$ cat src/rtl/wdg_feeder_pkg.sv
`default_nettype none
// ============================================================================
// Module   : wdg_feeder_pkg
// Purpose  : Shared constants and types for the APB4 watchdog feeder.
//            Holds the watchdog register byte offsets, the unlock key, the
//            APB FSM state encoding and the per-step transfer decode.
// Options  : WDG_FEEDER_STAT_CHK_EN adds a fifth step (STAT read).
// Revision : 1.0 - initial release
// ============================================================================
package wdg_feeder_pkg;

    localparam logic [31:0] c_OFS_STAT  = 32'h0000_0010;
    localparam logic [31:0] c_OFS_KEY   = 32'h0000_0014;
    localparam logic [31:0] c_OFS_FEED  = 32'h0000_0018;
    localparam logic [31:0] c_KEY_VALUE = 32'h5F37_59DF;

`ifdef WDG_FEEDER_STAT_CHK_EN
    localparam int unsigned c_STEP_CNT = 5;
`else
    localparam int unsigned c_STEP_CNT = 4;
`endif

    localparam int unsigned c_STEP_W = 3;

    typedef enum logic [1:0] {
        ST_IDLE   = 2'd0,
        ST_SETUP  = 2'd1,
        ST_ACCESS = 2'd2
    } state_e;

    typedef struct packed {
        logic [31:0] ofs;
        logic [31:0] data;
        logic        write;
    } step_t;

    // KEY precedes each FEED write: the slave drops its unlock on any
    // other write, so every protected write needs a fresh KEY.
    function automatic step_t step_decode(input logic [c_STEP_W-1:0] step);
        step_t s;
        s = '0;
        case (step)
            3'd0: s = '{ofs: c_OFS_KEY,  data: c_KEY_VALUE,  write: 1'b1};
            3'd1: s = '{ofs: c_OFS_FEED, data: 32'd1,        write: 1'b1};
            3'd2: s = '{ofs: c_OFS_KEY,  data: c_KEY_VALUE,  write: 1'b1};
            3'd3: s = '{ofs: c_OFS_FEED, data: 32'd0,        write: 1'b1};
            3'd4: s = '{ofs: c_OFS_STAT, data: 32'd0,        write: 1'b0};
            default: s = '0;
        endcase
        return s;
    endfunction

endpackage
`default_nettype wire

$ cat src/rtl/wdg_feed_tmr.sv
`default_nettype none
// ============================================================================
// Module   : wdg_feed_tmr
// Purpose  : Feed-period counter. Counts pclk cycles while enabled with a
//            non-zero period and emits a one-cycle tick on wrap.
// Ports    : pclk, presetn (async active-low), en_i, period_i -> tick_o
// Revision : 1.0 - initial release
// ============================================================================
module wdg_feed_tmr #(
    parameter int unsigned PERIOD_WIDTH = 32
) (
    input  logic                    pclk,
    input  logic                    presetn,
    input  logic                    en_i,
    input  logic [PERIOD_WIDTH-1:0] period_i,
    output logic                    tick_o
);

    logic [PERIOD_WIDTH-1:0] count_q;
    logic [PERIOD_WIDTH-1:0] count_d;
    logic                    w_tick;

    // The >= compare lets a shortened period take effect at once instead
    // of waiting for the counter to wrap through the full width.
    always_comb begin
        count_d = '0;
        w_tick  = 1'b0;
        if (en_i && (period_i != '0)) begin
            if (count_q >= (period_i - 1'b1)) begin
                w_tick = 1'b1;
            end else begin
                count_d = count_q + 1'b1;
            end
        end
    end

    always_ff @(posedge pclk or negedge presetn) begin
        if (!presetn) begin
            count_q <= '0;
        end else begin
            count_q <= count_d;
        end
    end

    assign tick_o = w_tick;

endmodule
`default_nettype wire

$ cat src/rtl/apb4_wdg_feeder.sv
`default_nettype none
// ============================================================================
// Module   : apb4_wdg_feeder
// Purpose  : APB4 initiator that feeds the APB4 watchdog. A periodic tick or
//            a software request triggers KEY, FEED=1, KEY, FEED=0 writes.
// Ports    : pclk/presetn (async active-low); en_i, period_i, feed_req_i,
//            err_clr_i control; APB4 master p*_o / p*_i; busy_o, done_o,
//            err_o status (+ ovif_o when the STAT check is compiled in).
// Options  : WDG_FEEDER_STAT_CHK_EN - adds a STAT read step; prdata_i[0]=1
//            on that read sets sticky ovif_o.
// Revision : 1.0 - initial release
// ============================================================================
module apb4_wdg_feeder
    import wdg_feeder_pkg::*;
#(
    parameter logic [31:0] BASE_ADDR    = 32'h0000_0000,
    parameter int unsigned PERIOD_WIDTH = 32
) (
    input  logic                    pclk,
    input  logic                    presetn,
    input  logic                    en_i,
    input  logic [PERIOD_WIDTH-1:0] period_i,
    input  logic                    feed_req_i,
    input  logic                    err_clr_i,
    output logic [31:0]             paddr_o,
    output logic [2:0]              pprot_o,
    output logic                    psel_o,
    output logic                    penable_o,
    output logic                    pwrite_o,
    output logic [31:0]             pwdata_o,
    output logic [3:0]              pstrb_o,
    input  logic [31:0]             prdata_i,
    input  logic                    pready_i,
    input  logic                    pslverr_i,
    output logic                    busy_o,
    output logic                    done_o,
    output logic                    err_o
`ifdef WDG_FEEDER_STAT_CHK_EN
    ,
    output logic                    ovif_o
`endif
);

    state_e              state_q, state_d;
    logic [c_STEP_W-1:0] step_q, step_d;
    logic                pending_q, pending_d;
    logic                done_q, done_d;
    logic                err_q, err_d;
    logic                w_tick;
    logic                w_req;
    logic                w_busy;
    logic                w_err_set;
    step_t               w_step;

    wdg_feed_tmr #(
        .PERIOD_WIDTH (PERIOD_WIDTH)
    ) u_tmr (
        .pclk     (pclk),
        .presetn  (presetn),
        .en_i     (en_i),
        .period_i (period_i),
        .tick_o   (w_tick)
    );

    // Ticks and requests coalesce into one pending feed.
    assign w_req  = pending_q | w_tick | feed_req_i;
    assign w_busy = (state_q != ST_IDLE);
    assign w_step = step_decode(step_q);

`ifdef WDG_FEEDER_STAT_CHK_EN
    logic ovif_q, ovif_d;
    logic w_ovif_set;
`else
    logic w_unused_prdata;
    assign w_unused_prdata = ^prdata_i;
`endif

    always_comb begin
        state_d    = state_q;
        step_d     = step_q;
        pending_d  = w_req;
        done_d     = 1'b0;
        w_err_set  = 1'b0;
`ifdef WDG_FEEDER_STAT_CHK_EN
        w_ovif_set = 1'b0;
`endif
        case (state_q)
            ST_IDLE: begin
                if (w_req) begin
                    state_d   = ST_SETUP;
                    step_d    = '0;
                    pending_d = 1'b0;
                end
            end
            ST_SETUP: begin
                state_d = ST_ACCESS;
            end
            ST_ACCESS: begin
                if (pready_i) begin
                    if (pslverr_i) begin
                        // Abandon the rest: a half-unlocked slave is
                        // safer than continuing after an error.
                        w_err_set = 1'b1;
                        state_d   = ST_IDLE;
                        step_d    = '0;
                    end else begin
`ifdef WDG_FEEDER_STAT_CHK_EN
                        w_ovif_set = !w_step.write && prdata_i[0];
`endif
                        if (step_q == c_STEP_W'(c_STEP_CNT - 1)) begin
                            state_d = ST_IDLE;
                            step_d  = '0;
                            done_d  = 1'b1;
                        end else begin
                            state_d = ST_SETUP;
                            step_d  = step_q + 1'b1;
                        end
                    end
                end
            end
            default: begin
                state_d = ST_IDLE;
                step_d  = '0;
            end
        endcase
        // A new error wins over a simultaneous clear.
        err_d = (err_q & ~err_clr_i) | w_err_set;
`ifdef WDG_FEEDER_STAT_CHK_EN
        ovif_d = (ovif_q & ~err_clr_i) | w_ovif_set;
`endif
    end

    always_ff @(posedge pclk or negedge presetn) begin
        if (!presetn) begin
            state_q   <= ST_IDLE;
            step_q    <= '0;
            pending_q <= 1'b0;
            done_q    <= 1'b0;
            err_q     <= 1'b0;
        end else begin
            state_q   <= state_d;
            step_q    <= step_d;
            pending_q <= pending_d;
            done_q    <= done_d;
            err_q     <= err_d;
        end
    end

`ifdef WDG_FEEDER_STAT_CHK_EN
    always_ff @(posedge pclk or negedge presetn) begin
        if (!presetn) begin
            ovif_q <= 1'b0;
        end else begin
            ovif_q <= ovif_d;
        end
    end
    assign ovif_o = ovif_q;
`endif

    // Transfer attributes come straight from the step register, so they
    // stay stable from SETUP through the last ACCESS cycle.
    assign psel_o    = w_busy;
    assign penable_o = (state_q == ST_ACCESS);
    assign paddr_o   = w_busy ? (BASE_ADDR + w_step.ofs) : 32'd0;
    assign pwrite_o  = w_busy & w_step.write;
    assign pwdata_o  = (w_busy && w_step.write) ? w_step.data : 32'd0;
    assign pstrb_o   = (w_busy && w_step.write) ? 4'hF : 4'h0;
    assign pprot_o   = 3'b000;
    assign busy_o    = w_busy;
    assign done_o    = done_q;
    assign err_o     = err_q;

endmodule
`default_nettype wire

$ cat config.mk
export PLATFORM = sky130hd
export DESIGN_NAME = apb4_wdg_feeder
export DESIGN_NICKNAME = d
export VERILOG_FILES = /design/src/rtl/wdg_feeder_pkg.sv /design/src/rtl/wdg_feed_tmr.sv /design/src/rtl/apb4_wdg_feeder.sv
export SDC_FILE = /design/constraint.sdc
export NUM_CORES = 1
export LEC_CHECK = 0
export CORE_MARGIN = 2
export CORE_UTILIZATION = 40
export DETAILED_ROUTE_END_ITERATION = 16
export GPL_TIMING_DRIVEN = 0
export HOLD_SLACK_MARGIN = 0.03
export PLACE_DENSITY = 0.78
export SYNTH_ARGS = -nofsm -noshare
export SYNTH_HDL_FRONTEND = slang
export SYNTH_SLANG_ARGS = --single-unit
$ cat constraint.sdc
create_clock -name pclk -period 2.37 [get_ports pclk]
set_input_delay 0.474 -clock pclk [delete_from_list [all_inputs] [get_ports pclk]]
set_output_delay 0.474 -clock pclk [all_outputs]
set_load 0.05 [all_outputs]
# After elaboration in Yosys (flattened, before gate mapping)
# Index checks and enable logic that the tools add are counted.
# word_totals
elab_cells,60
output_inout_bits,77
register_bits,40
in_bits,71
# op_classes
order_cmp,1
bitwise_logic,7
add_sub_neg,3
n_eq_ne,8
mux,26
n_reduce_logical,9
# op_table
cell,count
one-hot mux 38 bit (4 select lines),1
2-to-1 mux 32 bit,4
adder 32 x 1 -> 32 bit (second input constant),1
greater-or-equal comparator 32 bit,1
nonzero test 32 bit,1
subtractor 32 x 1 -> 32 bit (second input constant),1
2-to-1 mux 1 bit,12
2-to-1 mux 3 bit,4
one-hot mux 3 bit (3 select lines),1
== test 3 x 2 -> 1 bit (second input constant),2
one-hot mux 2 bit (3 select lines),1
2-to-1 mux 2 bit,2
2-to-1 mux 4 bit,1
adder 3 x 1 -> 3 bit (second input constant),1
== test 3 x 1 -> 1 bit (second input constant),1
== test 3 bit (second input constant),1
zero test 3 bit,1
bitwise OR 1 bit,3
AND reduction 3 bit,1
AND 1 bit,2
== test 2 x 1 -> 1 bit (second input constant),1
== test 2 bit (second input constant),1
logical AND 1 bit,2
zero test 2 bit,1
6 further kinds,7

# Longest topological paths before layout
# depth
depth_word,8
depth_mapped,17
depth_no_buf,16

# By module
# From an unflattened synthesis, not the netlist that was laid out.
# hier_totals
hier_cells,443
area_unflattened_um2,3827.4
# by_module_without_submodules
mod,instances,seq_area_each_um2,cells_each,area_per_inst_um2
wdg_feed_tmr,1,800.8,324,2845.2
apb4_wdg_feeder,1,200.2,119,982.2

# Worst setup path after synthesis
# OpenSTA, ideal clock, no wires.
# synth_timing
kind,input to register
startpoint,input port period_i[11]
endpoint,register step_q[0]
slack_ns,-1.664
n_path_buf,0
required_time_ns,2.235
t_arrival_ns,3.899
setup_time_ns,0.135
stages,15
cell_sequence,or4_4 -> or3_4 -> or2_1 -> nand2b_4 -> nor4_2 -> nand2_1 -> xor2_1 -> ha_1 -> a21oi_1 -> nand2_1 -> a21oi_1 -> nand2_1 -> a2111oi_1 -> a31oi_1 -> mux2i_1
# synth_via
elab_chain_len,8
elab_cells_between_ends,10
classes_between,add/sub: 1; order compare: 1; eq/ne: 1; mux: 2; bitwise: 2; reduce/logical: 3
# synth_rtl
item,line,rtl
start: declaration,apb4_wdg_feeder.sv:22,"input logic [PERIOD_WIDTH-1:0] period_i,"
subtractor 32 x 1 -> 32 bit,wdg_feed_tmr.sv:29,if (count_q >= (period_i - 1'b1)) begin
greater-or-equal comparator 32 bit,wdg_feed_tmr.sv:29,
2-to-1 mux 1 bit,wdg_feed_tmr.sv:29,
2-to-1 mux 1 bit (*),wdg_feed_tmr.sv:28,if (en_i && (period_i != '0)) begin
bitwise OR 1 bit (*) (2 in a row),apb4_wdg_feeder.sv:66,assign w_req = pending_q | w_tick | feed_req_i;
!= test 2 bit (no line) (*),-,
AND reduction 3 bit (no line) (*),-,
end signal: assignment,apb4_wdg_feeder.sv:142,step_q <= step_d;
end: declaration,apb4_wdg_feeder.sv:45,"logic [c_STEP_W-1:0] step_q, step_d;"
# Mark *: on every way between the ends. The rest lies on a longest branch, timed or not.
# A chain may end at the register's enable or synchronous reset.

# Worst setup path after layout
# layout_timing
startpoint,input port period_i[10]
endpoint,register step_q[1]
# The elaborated chain is that of the path after synthesis.

==> Flow_metrics.wiki <==
{| class="wikitable"
! Metric !! Value
|-
| Status || finished, violations left
|-
| Violations in the final reports || negative setup slack
|-
| First-pass DRT Iterations || 4
|-
| Global-route wire length before repair || 14,900 um
|-
| Core Rows || 35
|-
| Capturing element type of the critical path || flip-flop
|-
| Filler instances || 765
|-
| Buffer levels on the longest clock path || 2
|-
| Fraction of synthesis flops using an asynchronous set or reset pin || 100%
|-
| Combined area of the multi-input logic cells || 0.00256 sq mm
|-
| Gpl congestion || 0.846
|-
| Count of inserted antenna diode cells || 0
|-
| Pins Over Slew Limit || 0
|-
| Launching point of the worst reg2reg path || u_tmr.count_q[13]
|-
| Dpl hpwl || 6970 um
|-
| Detailed Route Iter0 Violations || 131
|-
| Final design instance area without fill || 0.00532 sq mm
|-
| Flops & latches, synth || 40
|-
| Reported max-cap violation count || 0
|-
| Number of clock sinks || 40
|-
| Synth top area share || 26.7%
|-
| Most frequent cells after synthesis || sky130_fd_sc_hd__buf_4 (67), sky130_fd_sc_hd__nor2_1 (51), sky130_fd_sc_hd__dfrtp_1 (40)
|-
| Cell at the root of the clock tree || sky130_fd_sc_hd__clkbuf_8
|-
| Via-per-instance ratio || 4.88
|-
| Cell area reported after detailed placement || 0.00478 sq mm
|-
| CORE AREA || 0.00915 sq mm
|-
| Ratio of cells with drive above 1 in the final layout || 29.5%
|-
| Final-report hold violation count || 0
|-
| Mapped cell area || 0.00375 sq mm
|-
| Post-synth EDFFs || 0
|-
| Worst hold-check path type || in -> async
|-
| Total placed cells including tap cells || 663
|-
| Number of top-level pins || 148
|-
| Die Ht || 101 um
|-
| Clock tree from TritonCTS || built
|-
| Critical path data arrival time || 4220 ps
|-
| Via count of the first global-routing pass || 3,205
|-
| Register area share after synthesis || 26.7%
|-
| Shortest period the worst path allows || 4010 ps
|-
| GRT Total Usage || 18.0%
|-
| Final ANT Viol Nets || 0
|-
| Critical Path Sink || step_q[1]
|-
| Post-route non-filler standard cell count || 691
|-
| Die ar. || 0.0102 sq mm
|-
| Pin count of the biggest net entering global routing || 41
|-
| Unrepaired setup endpoints after global routing || yes
|-
| Worst reg2reg path depth || 10
|-
| Worst-skew pair later-pin latency || 290 ps
|-
| Starting Density || 41.0%
|-
| Post-CTS Hold Fix Bufs || 0
|-
| Highest fanout seen on the critical path || 5
|-
| Clock transition at the registers of the reported paths || 70 ps
|-
| Slack of the worst reg-to-reg path || -240 ps
|-
| Most frequently used cell type in the post-synthesis netlist || sky130_fd_sc_hd__buf_4
|-
| Count of unresolved DRC violations after routing || 0
|-
| Post-layout net count || 690
|-
| Die outline width || 101 um
|-
| Critical path start-end classification || in -> reg
|-
| Post-Route WL || 9410 um
|-
| Slew at the pin with the worst max-slew slack || 891 ps
|-
| Max rail drop VDD || 2100 uV
|-
| Synth area leader || sky130_fd_sc_hd__dfrtp_1
|-
| Post-route worst setup slack || -1640 ps
|-
| Overall overflow remaining after global route || 0
|-
| Buffers added on ports || 73
|-
| Pwr Density || 1040 mW/mm^2
|-
| Average detailed-routed wire length per instance || 13.6 um
|-
| Data required time of the worst path || 2580 ps
|-
| Part of the cycle the worst path needs || 169%
|-
| Unique cell type count in the Yosys netlist || 49
|-
| Setup skew after layout || 7.31 ps
|-
| Final setup violating endpoints || 37
|-
| Yosys warnings || 0
|-
| # H-tree levels || 2
|-
| Register area || 0.00100 sq mm
|-
| Dominant register cell in the synthesized netlist || sky130_fd_sc_hd__dfrtp_1
|-
| Setup total negative slack || -57,420 ps
|-
| Cells after synthesis || 438
|-
| Standby leakage power || 2.51 nW
|-
| Worst setup SP type || input pin
|-
| Average size of a mapped cell || 8.56 sq um
|-
| Number of CTS-inserted buffers || 5
|-
| Maximum clock frequency || 0.249 GHz
|-
| Overall via count from detail_route || 3,370
|-
| Critical path launch point || period_i[10]
|-
| Number of antenna violations at the first check in global routing || 0
|-
| Synth top area cells || sky130_fd_sc_hd__dfrtp_1 (27%), sky130_fd_sc_hd__buf_4 (13%), sky130_fd_sc_hd__ha_1 (13%), sky130_fd_sc_hd__xor2_1 (7.7%), sky130_fd_sc_hd__xnor2_1 (6.1%)
|-
| FF-to-FF End || u_tmr.count_q[19]
|-
| Normalized max-slew margin || 40.6%
|-
| Area growth from synthesis to layout || 41.8%
|}
-- per-stage QoR --
step / worst slack [ps] / hold WS (ps) / total power, mW / utilization [%]
2_1_floorplan: -1490 / 178 / 3.74 / -
3_3_place_gp: -2670 / 525 / 4.85 / 52.3
3_5_place_dp: -2790 / 534 / 4.89 / 52.2
4_1_cts: -1800 / 345 / 5.47 / 57.0
5_1_grt: -1810 / 381 / 5.74 / 58.1
6_report: -1640 / 297 / 5.51 / 58.1
-- kinds of logic (layout without fill, tap and decap cells) --
| kind of cell | after synthesis | after routing | synth area share (%) |
|---|---|---|---|
| xor gates and xnor gates | 59 | 59 | 13.8 |
| adders and majority gates | 39 | 39 | 13.0 |
| buffers and inverters | 84 | 184 | 15.2 |
| DFF | 40 | 40 | 26.7 |
| muxes | 2 | 2 | 0.534 |
| and+or+nand+nor | 172 | 172 | 23.7 |
| AOI/OAI and AO/OA | 41 | 42 | 6.97 |
| other | 1 | 42 | 0.100 |
-- sequential cells by signal, indices dropped and copies added (netlist names) --
register       cells
pending_q          1
done_o             1
state_q            2
err_o              1
u_tmr.count_q     32
step_q             3
-- where the power goes --
group	internal [mW]	leakage [nW]	switching (mW)
Clock	0.415	0.0642	0.231
Sequential	0.727	0.549	0.0446
Combinational	1.45	1.89	2.65
Total	2.59	2.51	2.92
-- cells in the final DEF (no fill, tap or decap), types with 21 or more instances in the layout --
cell type / n
sky130_fd_sc_hd__clkdlybuf4s50_1: 30
sky130_fd_sc_hd__clkdlybuf4s15_2: 21
sky130_fd_sc_hd__buf_4: 88
sky130_fd_sc_hd__conb_1: 42
sky130_fd_sc_hd__ha_1: 36
sky130_fd_sc_hd__dfrtp_1: 39
sky130_fd_sc_hd__nor2_1: 44
sky130_fd_sc_hd__xor2_1: 33
sky130_fd_sc_hd__nand2_1: 31
sky130_fd_sc_hd__xnor2_1: 26
-- layout make-up --
cell class                 instances  share of cell area (%)
multi-input combinational        356                    48.2
sequential                        40                    18.8
timing repair buffer              93                    16.9
buffer                            71                    10.2
tap                              111                    2.61
clock buffer                       5                    1.29
clock inverter                     2                    1.13
inverter                          13                   0.917
-- critical path: stages --
cell and delay [ps]:
sky130_fd_sc_hd__buf_8 100, sky130_fd_sc_hd__or4_4 530, sky130_fd_sc_hd__or3_4 410, sky130_fd_sc_hd__nor3_4 160, sky130_fd_sc_hd__nand2_2 110, sky130_fd_sc_hd__or4_4 530
sky130_fd_sc_hd__xor2_1 170, sky130_fd_sc_hd__ha_1 300, sky130_fd_sc_hd__nand4_1 190, sky130_fd_sc_hd__nor3_4 210, sky130_fd_sc_hd__o211ai_1 140, sky130_fd_sc_hd__a31oi_2 240
sky130_fd_sc_hd__a2111oi_4 90, sky130_fd_sc_hd__buf_6 160, sky130_fd_sc_hd__a31oi_4 200, sky130_fd_sc_hd__mux2i_1 210
-- layer usage --
layer  vias to the layer above  part of all wire [%]  wire, um  global-route usage (%)
met2                        84                    51      4770                    32.2
met5                         -                     0         0                       0
met3                        12                   4.2       392                    2.84
met1                      1582                    44      4160                    22.6
li1                       1692                     -         -                       -
met4                         0                   1.0        96                    4.64
-- worst min path at each step --
| stage | startpoint | to | slack, ps | depth (start not counted) |
|---|---|---|---|---|
| after floorplan | presetn | done_o | 180 | 0 |
| after global placement | err_o | err_o | 520 | 2 |
| after detailed placement | err_o | err_o | 530 | 2 |
| after CTS | presetn | u_tmr.count_q[24] | 350 | 1 |
| after global routing | presetn | step_q[1] | 380 | 1 |
| final | presetn | step_q[1] | 300 | 1 |
-- timing repair --
item / in CTS / in global routing
resized for setup: 162 / 24
gates cloned: 4 / 0
pin swaps: 19 / 11
setup buffers: 13 / 4
setup endpoints to repair: 68 / 56
No activity file was read; power rests on OpenSTA's default activity.
